### config.mk
export PLATFORM = sky130hd
export DESIGN_NAME = fifo_ctrl_16x4_flat
export DESIGN_NICKNAME = d
export VERILOG_FILES = /design/src/rtl/fifo_ctrl_pkg.sv /design/src/rtl/fifo_ctrl_16x4_if.sv /design/src/rtl/fifo_ctrl_16x4_ptr.sv /design/src/rtl/fifo_ctrl_16x4.sv /design/src/flat_wrapper.sv
export SDC_FILE = /design/constraint.sdc
export NUM_CORES = 1
export LEC_CHECK = 0
export CORE_ASPECT_RATIO = 0.75
export CORE_MARGIN = 4
export CORE_UTILIZATION = 25
export DETAILED_ROUTE_END_ITERATION = 6
export PLACE_DENSITY = 0.63
export SLEW_MARGIN = 20
export SYNTH_ARGS = -nofsm -noshare
export SYNTH_HDL_FRONTEND = slang
export SYNTH_HIERARCHICAL = 1
export SYNTH_SLANG_ARGS = --single-unit
### constraint.sdc
create_clock -name Clock -period 5.14 [get_ports Clock]
set_clock_uncertainty 0.15 [all_clocks]
set_input_delay 0.514 -clock Clock [delete_from_list [all_inputs] [get_ports Clock]]
set_output_delay 0.514 -clock Clock [all_outputs]
set_load 0.01 [all_outputs]
### src/rtl/fifo_ctrl_pkg.sv
// Shared sizing constants and parity helper for the 16x4 FIFO controller.
// Targets a dual-port EBR that stores one parity bit alongside each data word.
package fifo_ctrl_pkg;

  localparam int DW        = 4;
  localparam int AW        = 4;
  localparam int DEPTH     = 2 ** AW;
  localparam int AFULL_LVL = 12;

  // Even parity: the returned bit makes the XOR of data plus parity equal to zero.
  function automatic logic even_par(input logic [31:0] d);
    return ^d;
  endfunction

endpackage

### src/rtl/fifo_ctrl_16x4_if.sv
// User-side push/pop/status bundle of the FIFO controller.
// The master modport belongs to the client and the slave modport to the controller.
interface fifo_ctrl_16x4_if #(
  parameter int DW = fifo_ctrl_pkg::DW,
  parameter int AW = fifo_ctrl_pkg::AW
);

  logic          Push;
  logic [DW-1:0] PushData;
  logic          Pop;
  logic [DW-1:0] PopData;
  logic          PopValid;
  logic          Full;
  logic          Empty;
  logic          AlmostFull;
  logic [AW:0]   Count;
  logic          Overflow;
  logic          Underflow;
  logic          ParityErr;
  logic          ClearErr;

  modport master (
    output Push, PushData, Pop, ClearErr,
    input  PopData, PopValid, Full, Empty, AlmostFull, Count,
           Overflow, Underflow, ParityErr
  );

  modport slave (
    input  Push, PushData, Pop, ClearErr,
    output PopData, PopValid, Full, Empty, AlmostFull, Count,
           Overflow, Underflow, ParityErr
  );

endinterface

### src/rtl/fifo_ctrl_16x4_ptr.sv
// Modulo-2**AW address pointer that advances by one on each enabled cycle.
// The wrap from the last address back to zero is the natural overflow of AW bits.
module fifo_ptr #(
  parameter int AW = fifo_ctrl_pkg::AW
) (
  input  logic          clk,
  input  logic          rst_n,
  input  logic          en,
  output logic [AW-1:0] ptr
);

  logic [AW-1:0] ptr_r;

  // Pointer register: hold or advance by one.
  always_ff @(posedge clk or negedge rst_n) begin
    if (!rst_n) begin
      ptr_r <= {AW{1'b0}};
    end else if (en) begin
      ptr_r <= ptr_r + AW'(1);
    end else begin
      ptr_r <= ptr_r;
    end
  end

  assign ptr = ptr_r;

endmodule

### src/rtl/fifo_ctrl_16x4.sv
// Synchronous FIFO controller for an external 16x4 dual-port EBR with a parity bit.
// Holds only pointers, occupancy and sticky error flags; the RAM sits beside it at top level.
module fifo_ctrl_16x4 #(
  parameter int DW        = fifo_ctrl_pkg::DW,
  parameter int AW        = fifo_ctrl_pkg::AW,
  parameter int AFULL_LVL = fifo_ctrl_pkg::AFULL_LVL
) (
  input  logic              Clock,
  input  logic              ResetN,
  fifo_ctrl_16x4_if.slave   bus,
  output logic [AW-1:0]     WrAddress,
  output logic [AW-1:0]     RdAddress,
  output logic [DW-1:0]     Data,
  output logic              EDI,
  output logic              WrEn,
  output logic              RdEn,
  input  logic [DW-1:0]     Q,
  input  logic              EDO
);

  import fifo_ctrl_pkg::*;

  localparam logic [AW:0] FULL_CNT = (AW+1)'(2 ** AW);
  localparam logic [AW:0] AF_CNT   = (AW+1)'(AFULL_LVL);
  localparam logic [AW:0] ONE_CNT  = (AW+1)'(1);

  logic [AW:0]   count_r;
  logic [AW:0]   count_nxt_s;
  logic [AW-1:0] wr_ptr_s;
  logic [AW-1:0] rd_ptr_s;
  logic          full_s;
  logic          empty_s;
  logic          wr_en_s;
  logic          rd_en_s;
  logic          par_bad_s;
  logic          pop_valid_r;
  logic          ovf_r;
  logic          udf_r;
  logic          perr_r;

  assign empty_s = (count_r == {(AW+1){1'b0}});
  assign full_s  = (count_r == FULL_CNT);

  // A full FIFO refuses writes even when a pop frees a slot in the same cycle,
  // so the RAM never sees a read and a write to one address together.
  assign wr_en_s = ResetN & bus.Push & ~full_s;
  assign rd_en_s = ResetN & bus.Pop  & ~empty_s;

  assign par_bad_s = pop_valid_r & (even_par(32'(Q)) ^ EDO);

  fifo_ptr #(.AW(AW)) u_wr_ptr (
    .clk   (Clock),
    .rst_n (ResetN),
    .en    (wr_en_s),
    .ptr   (wr_ptr_s)
  );

  fifo_ptr #(.AW(AW)) u_rd_ptr (
    .clk   (Clock),
    .rst_n (ResetN),
    .en    (rd_en_s),
    .ptr   (rd_ptr_s)
  );

  // Occupancy next-state: simultaneous push and pop leave it unchanged.
  always_comb begin
    count_nxt_s = count_r;
    case ({wr_en_s, rd_en_s})
      2'b10:   count_nxt_s = count_r + ONE_CNT;
      2'b01:   count_nxt_s = count_r - ONE_CNT;
      default: count_nxt_s = count_r;
    endcase
  end

  // Occupancy, read-valid pipeline stage and sticky error flags.
  always_ff @(posedge Clock or negedge ResetN) begin
    if (!ResetN) begin
      count_r     <= {(AW+1){1'b0}};
      pop_valid_r <= 1'b0;
      ovf_r       <= 1'b0;
      udf_r       <= 1'b0;
      perr_r      <= 1'b0;
    end else begin
      count_r     <= count_nxt_s;
      pop_valid_r <= rd_en_s;
      // A new error event outranks ClearErr arriving in the same cycle.
      ovf_r       <= (bus.Push & full_s)  | (ovf_r  & ~bus.ClearErr);
      udf_r       <= (bus.Pop  & empty_s) | (udf_r  & ~bus.ClearErr);
      perr_r      <= par_bad_s            | (perr_r & ~bus.ClearErr);
    end
  end

  assign WrEn      = wr_en_s;
  assign RdEn      = rd_en_s;
  assign WrAddress = wr_ptr_s;
  assign RdAddress = rd_ptr_s;
  assign Data      = bus.PushData;
  assign EDI       = even_par(32'(bus.PushData));

  assign bus.PopData    = Q;
  assign bus.PopValid   = pop_valid_r;
  assign bus.Count      = count_r;
  assign bus.Empty      = empty_s;
  assign bus.Full       = full_s;
  assign bus.AlmostFull = (count_r >= AF_CNT);
  assign bus.Overflow   = ovf_r;
  assign bus.Underflow  = udf_r;
  assign bus.ParityErr  = perr_r;

endmodule

### src/flat_wrapper.sv
// flat-port wrapper written by rule: the top's interface ports become plain ports
module fifo_ctrl_16x4_flat import fifo_ctrl_pkg::*;
#(
  parameter int DW        = fifo_ctrl_pkg::DW,
  parameter int AW        = fifo_ctrl_pkg::AW,
  parameter int AFULL_LVL = fifo_ctrl_pkg::AFULL_LVL
)
  (Clock, ResetN, WrAddress, RdAddress, Data, EDI, WrEn, RdEn, Q, EDO, bus_Push, bus_PushData, bus_Pop, bus_ClearErr, bus_PopData, bus_PopValid, bus_Full, bus_Empty, bus_AlmostFull, bus_Count, bus_Overflow, bus_Underflow, bus_ParityErr);
  fifo_ctrl_16x4_if #(.DW(DW), .AW(AW)) bus_i ();
  input  logic Clock;
  input  logic ResetN;
  output logic [AW-1:0] WrAddress;
  output logic [AW-1:0] RdAddress;
  output logic [DW-1:0] Data;
  output logic EDI;
  output logic WrEn;
  output logic RdEn;
  input  logic [DW-1:0] Q;
  input  logic EDO;
  input wire logic [$bits(bus_i.Push)-1:0] bus_Push;
  input wire logic [$bits(bus_i.PushData)-1:0] bus_PushData;
  input wire logic [$bits(bus_i.Pop)-1:0] bus_Pop;
  input wire logic [$bits(bus_i.ClearErr)-1:0] bus_ClearErr;
  output wire logic [$bits(bus_i.PopData)-1:0] bus_PopData;
  output wire logic [$bits(bus_i.PopValid)-1:0] bus_PopValid;
  output wire logic [$bits(bus_i.Full)-1:0] bus_Full;
  output wire logic [$bits(bus_i.Empty)-1:0] bus_Empty;
  output wire logic [$bits(bus_i.AlmostFull)-1:0] bus_AlmostFull;
  output wire logic [$bits(bus_i.Count)-1:0] bus_Count;
  output wire logic [$bits(bus_i.Overflow)-1:0] bus_Overflow;
  output wire logic [$bits(bus_i.Underflow)-1:0] bus_Underflow;
  output wire logic [$bits(bus_i.ParityErr)-1:0] bus_ParityErr;
  assign bus_i.Push = bus_Push;
  assign bus_i.PushData = bus_PushData;
  assign bus_i.Pop = bus_Pop;
  assign bus_i.ClearErr = bus_ClearErr;
  assign bus_PopData = bus_i.PopData;
  assign bus_PopValid = bus_i.PopValid;
  assign bus_Full = bus_i.Full;
  assign bus_Empty = bus_i.Empty;
  assign bus_AlmostFull = bus_i.AlmostFull;
  assign bus_Count = bus_i.Count;
  assign bus_Overflow = bus_i.Overflow;
  assign bus_Underflow = bus_i.Underflow;
  assign bus_ParityErr = bus_i.ParityErr;
  fifo_ctrl_16x4 #(.DW(DW), .AW(AW), .AFULL_LVL(AFULL_LVL)) u_core (.Clock(Clock), .ResetN(ResetN), .bus(bus_i), .WrAddress(WrAddress), .RdAddress(RdAddress), .Data(Data), .EDI(EDI), .WrEn(WrEn), .RdEn(RdEn), .Q(Q), .EDO(EDO));
endmodule
==> results of run 1 <==
-- worst min-delay path by stage --
stage | slack, ps | end | start | cells past startpoint
after floorplan | 70 | u_core/bus.Count[0]$_DFFE_PN0P_ | ResetN | 0
after global placement | 310 | u_core/u_wr_ptr/ptr[3]$_DFFE_PN0P_ | u_core/u_wr_ptr/ptr[3]$_DFFE_PN0P_ | 1
after detailed placement | 310 | u_core/u_wr_ptr/ptr[3]$_DFFE_PN0P_ | u_core/u_wr_ptr/ptr[3]$_DFFE_PN0P_ | 1
after CTS | 330 | u_core/u_rd_ptr/ptr[3]$_DFFE_PN0P_ | u_core/u_rd_ptr/ptr[3]$_DFFE_PN0P_ | 1
after global routing | 350 | u_core/u_wr_ptr/ptr[3]$_DFFE_PN0P_ | u_core/u_wr_ptr/ptr[3]$_DFFE_PN0P_ | 1
final | 320 | u_core/u_wr_ptr/ptr[3]$_DFFE_PN0P_ | u_core/u_wr_ptr/ptr[3]$_DFFE_PN0P_ | 1
-- power by group through the flow --
stage | Combinational (mW) | Sequential [mW] | Clock [mW]
4_1_cts | 0.384 | 0.262 | 0.101
5_1_grt | 0.408 | 0.271 | 0.109
2_1_floorplan | 0.167 | 0.276 | 0
3_5_place_dp | 0.384 | 0.264 | 0
6_report | 0.378 | 0.260 | 0.0982
3_3_place_gp | 0.371 | 0.262 | 0
-- synth_stat cells (all sizes together) --
master,instances
a21oi,1
a22o,3
nor3,1
inv,7
or3,1
o21a,1
clkbuf,1
nor4,1
xnor2,11
mux2i,1
xor2,5
and2b,1
mux2,2
o211ai,1
nand4,2
a21o,2
nor2,2
o21ai,3
buf,8
nand2,7
o31a,1
ha,6
o311ai,2
nand3,1
fa,1
dfrtp,17
nor2b,1
-- cells by family (layout without fill, tap and decap cells) --
family,Yosys count,in the layout,share of synthesized area
flops,17,17,0.439
simple gates,17,17,0.0852
xor+xnor,16,16,0.145
buf+inv,16,56,0.0929
compound gates,14,14,0.107
fa+ha+maj,7,7,0.0981
mux,3,3,0.0335
-- state kept, by name, indices dropped and copies added (netlist names) --
register              cells
u_core/bus.Count          5
u_core/bus.Overflow       1
u_core/bus.ParityErr      1
u_core/bus.PopValid       1
u_core/bus.Underflow      1
u_core/u_rd_ptr/ptr       4
u_core/u_wr_ptr/ptr       4
-- metal layers --
layer  share of wire  track usage  vias up
met5               0            0        -
met4          0.0088       0.0410        0
met3           0.047       0.0274        4
met2            0.53        0.177       18
met1            0.42        0.104      364
li1                -            -      382
-- final cells by class --
cell class,count,share of cell area
timing repair buffer,45,0.306
clock inverter,1,0.00342
inverter,7,0.0179
tap,52,0.0444
multi-input combinational,57,0.310
sequential,17,0.290
clock buffer,3,0.0282
-- per-stage QoR --
stage	worst slack [ps]	cell area [sq um]
2_1_floorplan	2340	970
3_3_place_gp	1770	1420
3_5_place_dp	1490	1420
4_1_cts	1750	1470
5_1_grt	1560	1470
6_report	1790	1470
-- critical path: stages --
cell             delay [ps]
clkdlybuf4s50_1         470
buf_4                   250
nand2_1                  80
nor2_1                  380
ha_1                    430
ha_1                    320
nor2b_1                 160
o21a_1                  200
o311ai_1                320
o311ai_1                170
==> out/results.txt, run 1 <==
Power Total - 0.737 mW
Worst-path clk slew - 60 ps
Power Density - 503 mW/mm^2
WP data arrival - 3310 ps
max-slew violation total from the final report - 0
1st-iter DRT viols - 26
Distinct cells, synth - 28
worst min path class - flop to flop
Cell Int Power - 0.471 mW
fin crit period - 3350 ps
WS Path Type - input port to flop
Post-DP HPWL - 1930 um
Warnings, synthesis - 6
FF-to-FF setup slack - 2080 ps
crit-path max FO - 19
Std-Cell Rows - 19
status - complete, no violations
H-Tree Depth - 1
top cells by area, synth - dfrtp_1 44%, xnor2_1 9.9%, ha_1 7.7%
via/cell ratio - 4.22
crit path launch type - input port
Setup crit end kind - flop
Max VDD drop - 0.139 mV
Clk pwr share - 0.133
final core occ - 0.395
CTS resizes - 0
Mean Syn Cell Area - 10.8 sq um
vias in the first global route - 757
antenna violations before repair - 0
Synth-to-Final Area Change - 51.1%
Core Area - 0.00371 sq mm
r2r worst-path depth - 9
Hold WS - 324 ps
# clock sinks - 17
syn_nets - 111
Leakage - 0.630 nW
Die Span Y - 61.9 um
worst r2r src - u_core/bus.Count[0]$_DFFE_PN0P_
largest net degree at the start of global routing - 20
Initial Util - 0.261
area occupied by multi-input gates - 454 sq um
clk root buf - clkbuf_8
Slew HR - 0.682
Final #Nets - 152
Cell Area, Synth - 970 sq um
IO buf count - 44
setup TNS - 0 ps
cts hold-fix bufs - 0
FMAX - 298 MHz
post-CTS setup buffers - 0
first-pass GRT wire length - 3580 um
num ports - 45
sw frac - 0.361
total CTS buffers - 3
launch point of the critical path - ResetN
share of cells above drive strength 1 - 0.0692
worst skew pair latency - 250 ps
CP Data Required Time - 5090 ps
Post-DRT Antenna Nets - 0
antenna fix cells - 0
most common cell after layout, fill and taps aside - clkdlybuf4s50_1
final wirelength - 2270 um
Comb power frac - 0.513
switching power - 0.266 mW
drt pass-1 iters - 3
gr ovfl total - 0
Final Cycle Share - 0.653
Yosys top cell area share - 0.439
DR WL/cell - 12.5 um
terminus of the critical flop-to-flop path - u_core/bus.Count[4]$_DFFE_PN0P_
DR DRC count - 0
dominant cell type by area after synthesis - dfrtp_1
Mapped Cells - 90
setup repair after global routing missed its margin - no
max cap viols - 0
# fillers - 373
Final Hold Vio Count - 0
CTS tree - done
most frequent cells in the layout - 44 x clkdlybuf4s50_1, 17 x dfrtp_1, 11 x xnor2_1
DP Cell Count - 178
Max clock buf depth - 2
Die W - 79.9 um
sequential share of the synthesized area - 0.439
GRT Util Overall - 0.0953
final setup vio count - 0
final non-filler cell total - 182
register area - 425 sq um
DIE AREA - 0.00495 sq mm
CP Capture Point - u_core/bus.Count[4]$_DFFE_PN0P_
Via Count - 768
GPL Wtd Cong - 0.681
Synth Register Bits - 17
Least-Margin Pin Slew - 475 ps
Seq pwr share - 0.353
Power figures use the tool's default switching activity.
==> inputs of run 2 (changes only) <==
clock period = 3.24 ns   (was 5.14 ns; I/O delays follow)
==> run 2 against run 1 <==
Effect of this change: die area stayed put; global-route usage is 0.45 points higher; critical path depth is 1 lower; setup slack worse by 1400 ps; largest cell class is now non-clock buffers; sequential share of layout area is 0.15 points lower; utilization is 0.20 points higher; wire length is 1.6% lower.
==> out/results.txt, run 2 (synthesis results as in run 1) <==
GPL Wtd Cong - 0.751
cts hold-fix bufs - 0
sw frac - 0.358
1st-iter DRT viols - 42
status - complete, no violations
num ports - 45
antenna violations before repair - 0
Max VDD drop - 0.304 mV
DP Cell Count - 179
# clock sinks - 17
IO buf count - 44
WP data arrival - 2820 ps
Final Cell Area - 0.00147 sq mm
Clk pwr share - 0.133
WS Path Type - flop to flop
antenna fix cells - 0
crit path launch type - flop
final wirelength - 2230 um
total CTS buffers - 3
fin worst setup slack - 384 ps
Worst-path clk slew - 70 ps
Final Cycle Share - 0.881
Die Span Y - 61.9 um
area of placed instances - 0.00143 sq mm
share of cells above drive strength 1 - 0.0763
via/cell ratio - 4.28
largest net degree at the start of global routing - 17
Setup crit end kind - flop
most frequent cells in the layout - 44 x clkdlybuf4s50_1, 17 x dfrtp_1, 11 x xnor2_1
worst r2r src - u_core/bus.Count[0]$_DFFE_PN0P_
post-placement setup slack - 377 ps
WL met2 - 1200 um
terminus of the critical flop-to-flop path - u_core/bus.Count[4]$_DFFE_PN0P_
final setup vio count - 0
CP Capture Point - u_core/bus.Count[4]$_DFFE_PN0P_
vias in the first global route - 872
met3 wire length - 123 um
Post-DP HPWL - 1890 um
FF-to-FF setup slack - 380 ps
final core occ - 0.397
H-Tree Depth - 1
gr ovfl total - 0
Power Density - 793 mW/mm^2
Largest register FFs - 5
first-pass GRT wire length - 3840 um
CTS tree - done
max-slew violation total from the final report - 0
max cap viols - 0
DR DRC count - 0
Leakage - 0.635 nW
most common cell after layout, fill and taps aside - clkdlybuf4s50_1
GRT Util Overall - 0.0998
CP Data Required Time - 3210 ps
Comb power frac - 0.517
fin crit period - 2860 ps
worst skew pair latency - 250 ps
clk root buf - clkbuf_8
switching power - 0.418 mW
Initial Util - 0.261
Seq pwr share - 0.350
Least-Margin Pin Slew - 375 ps
Die W - 79.9 um
final non-filler cell total - 183
r2r worst-path depth - 9
setup TNS - 0 ps
Final Hold Vio Count - 0
Metal-1 WL - 868 um
Core Area - 0.00371 sq mm
crit-path max FO - 8
Final #Nets - 153
highest routed layer - met4
Via Count - 783
Cell Int Power - 0.750 mW
launch point of the critical path - u_core/bus.Count[0]$_DFFE_PN0P_
worst min path class - input port to async pin
DR WL/cell - 12.2 um
setup repair after global routing missed its margin - no
DIE AREA - 0.00495 sq mm
drt pass-1 iters - 4
Slew HR - 0.748
FMAX - 350 MHz
Max clock buf depth - 2
Std-Cell Rows - 19
CTS resizes - 0
Synth-to-Final Area Change - 51.9%
Post-DRT Antenna Nets - 0
post-CTS setup buffers - 0
-- run 2: changes by cell type in the layout (fill, tap and decap cells not counted), sizes merged --
cell  delta
buf      +1
-- run 2: through the flow --
stage | hold slack, ps | power (mW)
2_1_floorplan | -122 | 0.704
3_3_place_gp | 311 | 1.01
3_5_place_dp | 322 | 1.02
4_1_cts | 112 | 1.18
5_1_grt | 122 | 1.27
6_report | 114 | 1.17
-- run 2: area by class of cell --
cell class | instances | area (sq um)
clock buffer | 3 | 41.3
clock inverter | 1 | 5.00
fill | 376 | 2240
inverter | 7 | 26.3
multi-input combinational | 57 | 454
sequential | 17 | 425
tap | 52 | 65.1
timing repair buffer | 46 | 455
-- run 2: power by group through the flow --
stage               clock network, mW  registers (mW)  logic, mW
detailed placement                  0           0.414      0.610
global placement                    0           0.407      0.598
finish                          0.156           0.408      0.603
floorplan                           0           0.438      0.265
global route                    0.168           0.432      0.669
CTS                             0.162           0.411      0.611
-- run 2: how the worst min path moves through the flow --
| stage | depth (start not counted) | end |
|---|---|---|
| 4_1_cts | 1 | u_core/bus.Count[4]$_DFFE_PN0P_ |
| 3_3_place_gp | 1 | u_core/u_wr_ptr/ptr[3]$_DFFE_PN0P_ |
| 5_1_grt | 1 | u_core/bus.Count[4]$_DFFE_PN0P_ |
| 6_report | 1 | u_core/bus.Count[4]$_DFFE_PN0P_ |
| 3_5_place_dp | 1 | u_core/u_wr_ptr/ptr[3]$_DFFE_PN0P_ |
| 2_1_floorplan | 0 | u_core/bus.Count[0]$_DFFE_PN0P_ |
-- run 2: worst max-delay path: stages (launching register included) --
cell      delay (ps)
dfrtp_1          430
nor4_1           400
and2b_1          220
nor2_1            70
ha_1             280
ha_1             350
nor2b_1          160
o21a_1           200
o311ai_1         320
o311ai_1         150
-- run 2: routing by layer --
layer  GRT usage  vias up
li1            -      381
met1       0.103      374
met2       0.200       23
met3      0.0202        5
met4      0.0434        0
met5           0        -
==> variant 1, RTL diff (settings of run 2) <==
`AW`: 4 -> 5.
--- a/src/rtl/fifo_ctrl_pkg.sv
+++ b/src/rtl/fifo_ctrl_pkg.sv
@@ -3,7 +3,7 @@
 package fifo_ctrl_pkg;
 
   localparam int DW        = 4;
-  localparam int AW        = 4;
+  localparam int AW        = 5;
   localparam int DEPTH     = 2 ** AW;
   localparam int AFULL_LVL = 12;
 
Interface: changed (resized RdAddress, WrAddress and bus_Count); port bits go from 45 to 48. The function was not compared with the original's and may differ.
==> variant 1 against run 2 <==
- cell area increased by 15%
- first-iteration DRC count shrank 50%
- total power up 18%
- sequential cell count up 3
- synthesized cell count increased by 19%
- critical path depth up 1
- critical endpoint is now u_core/bus.Count[5]
- synthesized area up 15%
- wire length grew 15%
- critical path type unchanged
- largest cell class is now multi-input combinational cells
- hold slack improved by 0.025 ns
- maximum frequency decreased by 8.6%
- via count increased by 11%
- worst setup slack lost 0.27 ns
==> variant 1: results (changes against run 2) <==
Syn. warnings 6 (unchanged); HPWL Detailed 2010 µm (+6.4%); Hold WS 0.139 ns (+0.0253 ns); post-place setup slack 0.0689 ns (-0.308 ns); synthesized net count 129 (+16%); largest net degree at the start of global routing 18 (+1); Least-Margin Pin Slew 0.239 ns (-0.136 ns); sequential fraction of the synthesis area 0.449 (+0.0102); Fin. Hold Viols 0 (unchanged); CTS Buf Count 3 (unchanged); Post-CTS Setup Bufs 0 (unchanged); initial antenna violation count 0 (unchanged); WL met3 338 µm (+170%); Leak 0.723 nW (+14%); drt total wl 2550 µm (+15%); Vias/cell 4.21 (-1.7%); GRT Util Overall 0.0948 (-0.00499); Largest register FFs 6 (+1); H-tree levels 1 (unchanged); Clock Latency Late Sink 0.25 ns (about the same); detailed-router iteration count before antenna repair 4 (unchanged); WP data arrival 3.15 ns (+0.33 ns); Hold Crit Class input port to asynchronous set/reset pin; Post-synth top cells dfrtp_1, xnor2_1, nand2_1; peak fanout along the critical path 6 (-2); antenna diode instance count 0 (unchanged); wl on met1 1120 µm (+29%); compound-gate portion of the synthesized area 0.0685 (-0.0386); clock slew at reported path FFs 0.07 ns (about the same); status finished clean; clock tree buffer depth 2 (unchanged); Peak VDD IR 0.000271 V (-11%); DR iter-0 viols 21 (-50%); share of layout cells above drive strength 1 0.0987 (+0.0223); RePlAce Congestion 0.728 (-3.0%); Yosys reg bits 20 (+3); post-synthesis xor/xnor area fraction 0.157 (+0.0126); Root Driver clkbuf_8; first-pass GRT wire length 4230 µm (+10%); setup slack after layout 0.115 ns (-0.269 ns); Internal Dissipation 0.000883 W (+18%); Synth area leaders dfrtp_1, xnor2_1, ha_1, buf_4, xor2_1; IO buf count 47 (+6.8%); Synth Area in Adders 0.0965 (-0.00154); Nets 175 (+14%); WL met2 1080 µm (-11%); Top Metal Used met4; synth unique cells 26 (-7.1%); vias in the first global route 865 (-0.80%); Placed Area 1610 µm² (+13%); Post-synth ARST share 1.00 (unchanged); mux contribution to synthesized area 0.0292 (-0.00437)
## variant 1: cell count changes in the layout (fill, tap and decap cells not counted), moves of 2 or more
cell / run 2 / this run
a21oi_1: 1 / 3
nand2_1: 7 / 11
o21ai_0: 3 / 5
nand4_1: 2 / 4
inv_1: 6 / 8
o311ai_1: 2 / 0
dfrtp_1: 17 / 20
nor2_1: 2 / 4
xnor2_1: 11 / 14
clkdlybuf4s50_1: 44 / 47
a22o_1: 3 / 0
## variant 1: final cells by class
| class | instances | area [µm²] |
|---|---|---|
| inverter | 9 | 33.8 |
| fill | 387 | 2490 |
| multi-input combinational | 69 | 536 |
| timing repair buffer | 50 | 493 |
| clock buffer | 4 | 55.1 |
| sequential | 20 | 500 |
| tap | 55 | 68.8 |
## variant 1: through the flow
step                      setup TNS (ns)  cells
after floorplan                        0    107
after global placement                 0    203
after detailed placement               0    203
after CTS                              0    207
after global routing             -0.0349    207
final                                  0    207
## variant 1: cell families after synthesis
family                     count (synthesis)
AOI/OAI and AO/OA                         13
xor gates and xnor gates                  20
adders and majority gates                  8
buffers and inverters                     18
DFF                                       20
muxes                                      3
and+or+nand+nor                           25
## variant 1: final timing paths
kind / end / depth (start not counted) / start
setup / recovery: u_core/bus.Count[5] / 10 / u_core/bus.Count[1]
hold / removal: u_core/bus.ParityErr / 1 / ResetN
setup reg to reg: u_core/bus.Count[5] / 10 / u_core/bus.Count[1]
hold reg to reg: u_core/u_wr_ptr/ptr[4] / 1 / u_core/u_wr_ptr/ptr[4]
max in group asynchronous: u_core/u_wr_ptr/ptr[3] / 2 / ResetN
min in group Clock: u_core/u_wr_ptr/ptr[4] / 1 / u_core/u_wr_ptr/ptr[4]
## variant 1: power by group through the flow
| stage | registers (W) | clock network, W | logic, W |
|---|---|---|---|
| 2_1_floorplan | 0.000520 | 0 | 0.000303 |
| 3_3_place_gp | 0.000482 | 0 | 0.000688 |
| 3_5_place_dp | 0.000493 | 0 | 0.000698 |
| 4_1_cts | 0.000488 | 0.000197 | 0.000702 |
| 5_1_grt | 0.000509 | 0.000208 | 0.000778 |
| 6_report | 0.000486 | 0.000188 | 0.000705 |
## variant 1: what timing repair did
action                     in CTS  in global routing
resized for setup               0                  3
hold buffers                    0                  0
setup endpoints to repair       0                  2
## variant 1: layer usage
metal	vias up	GRT usage
met4	0	0.0296
li1	434	-
met3	2	0.0461
met5	-	0
met2	37	0.149
met1	398	0.114
## variant 1: worst max-delay path, cell delays in order (launching register included)
cell,delay (ns)
dfrtp_1,0.43
or4_4,0.55
or3b_4,0.42
nand3_1,0.17
ha_4,0.19
ha_1,0.28
a21oi_1,0.19
nand2_1,0.09
a31oi_2,0.18
mux2i_1,0.25
xnor2_1,0.14
==> variant 2, RTL diff (config.mk and constraints of run 2) <==
Without the edit above. Make the reset (`ResetN` and `rst_n`) synchronous in 2 clocked blocks.
--- a/src/rtl/fifo_ctrl_16x4_ptr.sv
+++ b/src/rtl/fifo_ctrl_16x4_ptr.sv
@@ -12,7 +12,7 @@
   logic [AW-1:0] ptr_r;
 
   // Pointer register: hold or advance by one.
-  always_ff @(posedge clk or negedge rst_n) begin
+  always_ff @(posedge clk) begin
     if (!rst_n) begin
       ptr_r <= {AW{1'b0}};
     end else if (en) begin
--- a/src/rtl/fifo_ctrl_16x4.sv
+++ b/src/rtl/fifo_ctrl_16x4.sv
@@ -73,7 +73,7 @@
   end
 
   // Occupancy, read-valid pipeline stage and sticky error flags.
-  always_ff @(posedge Clock or negedge ResetN) begin
+  always_ff @(posedge Clock) begin
     if (!ResetN) begin
       count_r     <= {(AW+1){1'b0}};
       pop_valid_r <= 1'b0;
Behaviour: differs if ResetN is asserted again (counterexample within 4 cycles, from zero or initial values and one cycle with ResetN low); with ResetN held inactive, the same outputs for 10 cycles.
==> variant 2 against run 2 <==
- cell area up 1.8%
- worst setup slack better by 0.12 ns
- count of clock-buffer cells in the layout up 1
- wire length up 14%
- cell count up 9.8%
- sequential cell count unchanged
- synthesized area up 3.2%
Power is not compared: it rests on default switching activity, and its combinational part moved more than twofold at a synthesized area within 25%.
==> variant 2: results (changes against run 2) <==
synth unique cells 32 (+14%); Placed Area 1450 µm² (+1.9%); vias in the first global route 906 (+3.9%); Congestion Overflow GR 0 (unchanged); Slowest cell on crit path nor4_2; Post-synth top cells dfxtp_1, buf_4, nand2_1; Post-synth ARST share 0 (-1.00); reg-to-reg critical path startpoint u_core/bus.Count[3]; first-pass GRT wire length 4120 µm (+7.4%); Largest stage delay, worst path 0.40 ns (-0.03 ns); GRT Util Overall 0.101 (+0.000958); Reg2Reg Depth 10 (+1); IO buf count 44 (unchanged); peak fanout along the critical path 5 (-3); largest net degree at the start of global routing 24 (+7); antenna diode instance count 0 (unchanged); R2R Setup Slk 0.51 ns (+0.12 ns); Hold Path Depth 2; detailed-router iteration count before antenna repair 4 (unchanged); CTS resizes 0 (unchanged); drt total wl 2530 µm (+14%); status finished clean; synthesized net count 130 (+17%); Setup crit end kind flip-flop; Post-CTS Setup Bufs 0 (unchanged); Peak VDD IR 0.000121 V; cell family with most CP delay simple AND/OR/NAND/NOR gates; DR iter-0 viols 33 (-21%); Logic power comb 0.000178 W; post-place setup slack 0.441 ns (+0.0642 ns); vias 867 (+11%); f_max 366 MHz (+4.5%); CTS tree yes; Flop pwr share 0.417; reg2reg end u_core/bus.Count[4]; sequential fraction of the synthesis area 0.340 (-0.0987); Root Driver clkbuf_8; Hold Path End u_core/u_wr_ptr/ptr[3]; Sw Ratio 0.281; Nets 171 (+12%); CTS Buf Count 3 (unchanged); Largest register FFs 5 (unchanged); RePlAce Congestion 0.719 (-4.3%); Filler Cell Count 391 (+4.0%); HPWL Detailed 2050 µm (+8.8%); crit start category flip-flop; share of layout cells above drive strength 1 0.0537 (-0.0226); H-tree levels 1 (unchanged); Synth area leaders dfxtp_1, ha_1, mux2i_1, buf_4, xnor2_1; CTS Hold Bufs 0 (unchanged); Hold Crit Class flip-flop to flip-flop; clock tree buffer depth 2 (unchanged); Least-Margin Pin Slew 0.337 ns (-0.0378 ns)
variant 2: cell count changes after synthesis, sizes merged, moves of 3 or more:
| cell | run 2 | this run |
|---|---|---|
| nor2 | 2 | 6 |
| nor2b | 1 | 4 |
| a22o | 3 | 0 |
| and2 | 0 | 5 |
| mux2i | 1 | 6 |
| and3b | 0 | 3 |
| dfrtp | 17 | 0 |
| dfxtp | 0 | 17 |
| xnor2 | 11 | 6 |
variant 2: logic make-up after synthesis:
group,after synthesis,share of synthesized area
adders and majority gates,7,0.0950
buffers and inverters,16,0.0900
and+or+nand+nor,40,0.236
AOI/OAI and AO/OA,13,0.0912
xor gates and xnor gates,10,0.0875
DFF,17,0.340
muxes,6,0.0600
variant 2: layer usage:
layer / vias up / part of all wire / wire (µm) / global-route usage
met1: 396 / 0.43 / 1090 / 0.113
met2: 30 / 0.48 / 1210 / 0.180
met4: 0 / 0.0083 / 21 / 0.0316
met5: - / 0 / 0 / 0
li1: 439 / - / - / -
met3: 2 / 0.086 / 218 / 0.0288
variant 2: layout make-up:
| cell class | instances | area (µm²) | area share |
|---|---|---|---|
| multi-input combinational | 76 | 571 | 0.381 |
| timing repair buffer | 46 | 455 | 0.304 |
| sequential | 17 | 340 | 0.227 |
| tap | 52 | 65.1 | 0.0434 |
| clock buffer | 4 | 45.0 | 0.0301 |
| inverter | 6 | 22.5 | 0.0150 |
variant 2: through the flow:
step                      std cells  hold WS (ns)
after floorplan                 109         0.291
after global placement          197         0.317
after detailed placement        197         0.322
after CTS                       201         0.331
after global routing            201         0.361
final                           201         0.327
